## src/rtl/mem_arb_pkg.sv

```systemverilog
// mem_arb_pkg: shared types and constants for the cache/memory arbiter and the caches above it.
package mem_arb_pkg;
   typedef enum logic [1:0] {IDLE, BUSY, DONE} state_e;
   localparam logic REQ_I = 1'b0;
   localparam logic REQ_D = 1'b1;
   localparam int ADDR_W_DEF = 28;
   localparam int DATA_W_DEF = 128;
endpackage

```

## src/rtl/rr_arb2.sv

```systemverilog
// rr_arb2: two-way round-robin pick; on a tie the side not granted last time wins.
module rr_arb2
   import mem_arb_pkg::*;
(
   input  logic [1:0] pend_i,
   input  logic       last_i,
   output logic       gnt_valid_o,
   output logic       gnt_id_o
);
   always_comb begin
      gnt_valid_o = |pend_i;
      gnt_id_o    = &pend_i ? ~last_i : pend_i[REQ_D];
   end
endmodule

```

## src/rtl/cache_mem_arbiter.sv

```systemverilog
// cache_mem_arbiter: shares one line-granular memory port between the I-cache and D-cache,
// driving it from registered copies of the granted request.
module cache_mem_arbiter
   import mem_arb_pkg::*;
#(
   parameter int ADDR_W = ADDR_W_DEF,
   parameter int DATA_W = DATA_W_DEF
) (
   input  logic              clk,
   input  logic              rst_n,
   input  logic              i_read,
   input  logic              i_write,
   input  logic [ADDR_W-1:0] i_addr,
   input  logic [DATA_W-1:0] i_wdata,
   output logic [DATA_W-1:0] i_rdata,
   output logic              i_ready,
   input  logic              d_read,
   input  logic              d_write,
   input  logic [ADDR_W-1:0] d_addr,
   input  logic [DATA_W-1:0] d_wdata,
   output logic [DATA_W-1:0] d_rdata,
   output logic              d_ready,
   output logic              mem_read,
   output logic              mem_write,
   output logic [ADDR_W-1:0] mem_addr,
   output logic [DATA_W-1:0] mem_wdata,
   input  logic [DATA_W-1:0] mem_rdata,
   input  logic              mem_ready
);
   state_e            state_q;
   logic              last_q, owner_q;
   logic              mem_read_q, mem_write_q, i_ready_q, d_ready_q;
   logic [ADDR_W-1:0] mem_addr_q;
   logic [DATA_W-1:0] mem_wdata_q, i_rdata_q, d_rdata_q;
   logic              gnt_v, gnt_id, sel_wr;
   logic [ADDR_W-1:0] sel_addr;
   logic [DATA_W-1:0] sel_wdata;

   rr_arb2 u_arb (
      .pend_i      ({d_read | d_write, i_read | i_write}),
      .last_i      (last_q),
      .gnt_valid_o (gnt_v),
      .gnt_id_o    (gnt_id)
   );

   // A write from the winner goes first; its held read is re-arbitrated afterwards.
   always_comb begin
      sel_wr    = gnt_id ? d_write : i_write;
      sel_addr  = gnt_id ? d_addr  : i_addr;
      sel_wdata = gnt_id ? d_wdata : i_wdata;
   end

   always_ff @(posedge clk or negedge rst_n) begin
      if (!rst_n) begin
         state_q     <= IDLE;
         last_q      <= REQ_I;
         owner_q     <= REQ_I;
         mem_read_q  <= 1'b0;
         mem_write_q <= 1'b0;
         mem_addr_q  <= '0;
         mem_wdata_q <= '0;
         i_rdata_q   <= '0;
         d_rdata_q   <= '0;
         i_ready_q   <= 1'b0;
         d_ready_q   <= 1'b0;
      end else begin
         case (state_q)
            IDLE: if (gnt_v) begin
               owner_q     <= gnt_id;
               last_q      <= gnt_id;
               mem_write_q <= sel_wr;
               mem_read_q  <= ~sel_wr;
               mem_addr_q  <= sel_addr;
               mem_wdata_q <= sel_wdata;
               state_q     <= BUSY;
            end
            BUSY: if (mem_ready) begin
               mem_read_q  <= 1'b0;
               mem_write_q <= 1'b0;
               if (mem_read_q && owner_q == REQ_I) i_rdata_q <= mem_rdata;
               if (mem_read_q && owner_q == REQ_D) d_rdata_q <= mem_rdata;
               i_ready_q   <= owner_q == REQ_I;
               d_ready_q   <= owner_q == REQ_D;
               state_q     <= DONE;
            end
            DONE: begin
               i_ready_q <= 1'b0;
               d_ready_q <= 1'b0;
               state_q   <= IDLE;
            end
            default: state_q <= IDLE;
         endcase
      end
   end

   assign mem_read  = mem_read_q;
   assign mem_write = mem_write_q;
   assign mem_addr  = mem_addr_q;
   assign mem_wdata = mem_wdata_q;
   assign i_rdata   = i_rdata_q;
   assign d_rdata   = d_rdata_q;
   assign i_ready   = i_ready_q;
   assign d_ready   = d_ready_q;
endmodule

```

## config.mk

```make
export PLATFORM = sky130hd
export DESIGN_NAME = cache_mem_arbiter
export DESIGN_NICKNAME = d
export VERILOG_FILES = /design/src/rtl/mem_arb_pkg.sv /design/src/rtl/rr_arb2.sv /design/src/rtl/cache_mem_arbiter.sv
export SDC_FILE = /design/constraint.sdc
export NUM_CORES = 1
export LEC_CHECK = 0
export ABC_AREA = 1
export CAP_MARGIN = 15
export CORE_AREA = 2 2 331 333
export DETAILED_ROUTE_END_ITERATION = 12
export DIE_AREA = 0 0 333 335
export PLACE_DENSITY = 0.52
export SYNTH_ARGS = -nofsm -noshare
export SYNTH_HDL_FRONTEND = slang
export SYNTH_HIERARCHICAL = 1
export SYNTH_SLANG_ARGS = --single-unit
```

## constraint.sdc

```tcl
create_clock -name clk -period 2.3 [get_ports clk]
set_input_delay 0.46 -clock clk [delete_from_list [all_inputs] [get_ports clk]]
set_output_delay 0.46 -clock clk [all_outputs]
set_load 0.1 [all_outputs]
```

==> flow_summary_export.csv <==
group,metric,value,unit
die,die_area,112000,sq um
synthesis,syn_area_per_cell,7.72,sq um
setup_path,cp_data_arrival_time,1.60,ns
synthesis,synth_ff_type,"dfrtp_1",
drt,drtAntennaViolNets,0,
sta,finClkSkew,0.0264,ns
die,fp.dieH,335,um
die,io_pins,863,
clock_network,post_cts_buffers,0,
synthesis,synthMostInstantiatedCell,"nand2_1",
setup_path,crit_family,"flip-flops",
grt,grt_overflow,0,
clock_network,worstSkewPairLatency,0.63,ns
sta,worst_slew_pin_slew,0.941,ns
sta,rsz0062_at_grt,"false",
synthesis,syn_nets,2877,
layout,area_delta_synth_final,62.6,%
layout,layout-drive-gt1-share,18.2,%
sta,period_share,89.8,%
sta,slew_headroom,37.1,%
clock_network,cts_resized,0,
drt,initialDrtViolationCount,1017,
job,maxCapViolCount,0,
synthesis,netlist_area,18800,sq um
synthesis,yosysWarnings,6,
drt,via_count,18436,
die,rows,121,
die,coreArea,108000,sq um
sta,hold_viol_final,0,
placed_design,numPortBuffers,862,
synthesis,yosysTopAreaCell,"dfrtp_1",
sta,finalMaxSlewViolations,0,
layout,final_nets,3749,
grt,grt_max_degree,65,
grt,antenna_found_initial,15,
synthesis,synth_edf_count,0,
setup_path,cp_slowest_cell,"dfrtp_1",
grt,grt_usage,15.8,%
clock_network,cts_sinks,419,
synthesis,ys_top_cells_by_area,"dfrtp_1 56%, nand2_1 32%, o21bai_1 5.1%",
drt,wl_per_cell,19.0,um
die,initial_core_util,17.3,%
clock_network,cts_root_buf,"clkbuf_16",
setup_path,cpPeakStageDelay,0.59,ns
synthesis,synth_common_cells,"1588 x nand2_1, 419 x dfrtp_1, 133 x inv_1",
synthesis,netlist_instances,2430,
layout,post-route-util,28.2,%
clock_network,cts_inserted_buffers,52,
grt,grt_pass1_wl,131,mm
clock_network,postCtsHoldBufs,1,
grt,grt_pass1_vias,18833,
sta,holdWs,0.381,ns
setup_path,crit_chain,"buf_4",
clock_network,cts_max_level,2,
min_path,hold_class,"in2async",
setup_path,end_kind,"output pin",
sta,clock.fmax,484,MHz
drt,viasPerCell,3.87,
synthesis,yosys_register_bits,419,
synthesis,synth-async-reset-ratio,100,%
die,dieWidth,333,um
synthesis,ys_seq_area_share,55.9,%
setup_path,critPathRequiredTime,1.84,ns
sta,setup_slack,0.235,ns
setup_path,path_class,"reg2out",
setup_path,critical_path_buf_inv_count,1,
clock_network,path_clk_slew,0.05,ns
clock_network,cts_tree,"done",
placed_design,hpwl,69.8,mm
drt,drc,0,
drt,wl,90.5,mm
clock_network,clockBufferDepth,3,
setup_path,path_depth,1,
setup_path,path_max_fanout,2,
sta,post-route-min-period,2.06,ns
status,outcome,"finished, final reports clean",
placed_design,place.gp.congestion,0.873,
layout,nFillCells,11777,
drt,first_pass_iters,5,
setup_path,worstRegToRegCells,6,
placed_design,post-place-ws,-0.337,ns
synthesis,synth_top_area_share,55.9,%
sta,finalSetupViolCount,0,
synthesis,synth.distinct_cells,20,
setup_path,worst_setup_path_start_kind,"flip-flop",
## cell usage in the layout (no fill, tap or decap), types with 2 or more instances in the layout
master           instances
buf_12                  45
nor2_1                   2
clkbuf_1                 6
clkdlybuf4s50_1        445
clkbuf_8                11
buf_4                  466
inv_1                  133
dfrtp_1                419
clkbuf_16               52
diode_2                 11
bufinv_16                3
nor2_4                   3
clkinv_16                2
o21bai_1               128
nand3_1                  4
nand3_4                  3
clkinv_2                11
inv_6                    2
or2_2                    2
nand2_1               1587
o21ai_0                  2
## stage by stage
step	setup TNS, ns	instance area [sq um]	instances
after floorplan	0	18800	2430
after global routing	0	30500	4761
after CTS	0	30500	4751
after detailed placement	-41.49	28700	4661
after global placement	-40.39	28700	4661
final	0	30500	4762
## cells by family (layout without fill, tap and decap cells)
logic type	Yosys count	count (layout)	synth area share, %
compound gates	133	133	5.27
flops	419	419	55.9
simple gates	1603	1603	32.3
buf+inv	275	1182	6.53
other cells	0	11	0
## layer usage
layer / up-vias / wire length, um / global-route usage [%]
met5: - / 27 / 0
met4: 4 / 2190 / 4.81
met3: 96 / 7660 / 5.10
met2: 737 / 41900 / 25.6
met1: 8578 / 38700 / 20.0
li1: 9021 / - / -
## registers in the layout, summed over array words and instances, names as in the netlist
signal	flops
owner_q	1
mem_read	1
mem_wdata	128
state_q	2
d_ready	1
i_rdata	128
mem_write	1
i_ready	1
mem_addr	28
d_rdata	128
## cell type report
type	count	area (sq um)	share of cell area (%)
Antenna cell	11	27.5	0.0903
Clock buffer	69	1480	4.84
Clock inverter	20	246	0.808
Inverter	135	512	1.68
Multi-Input combinational cell	1736	7100	23.3
Sequential cell	419	10500	34.4
Tap cell	1414	1770	5.80
Timing Repair Buffer	958	8880	29.1
## final timing paths
path,from,endpoint,slack (ns)
max,mem_wdata[8],mem_wdata[8],0.24
min,rst_n,d_rdata[0],0.38
max reg2reg,state_q[1],mem_wdata[79],0.37
min reg2reg,d_rdata[111],d_rdata[111],0.47
max in group asynchronous,rst_n,d_rdata[28],1.20
min in group clk,mem_rdata[75],i_rdata[75],0.40
Power is not shown: default switching activity piles up to over one toggle a cycle in this logic, so the estimate is an artifact.
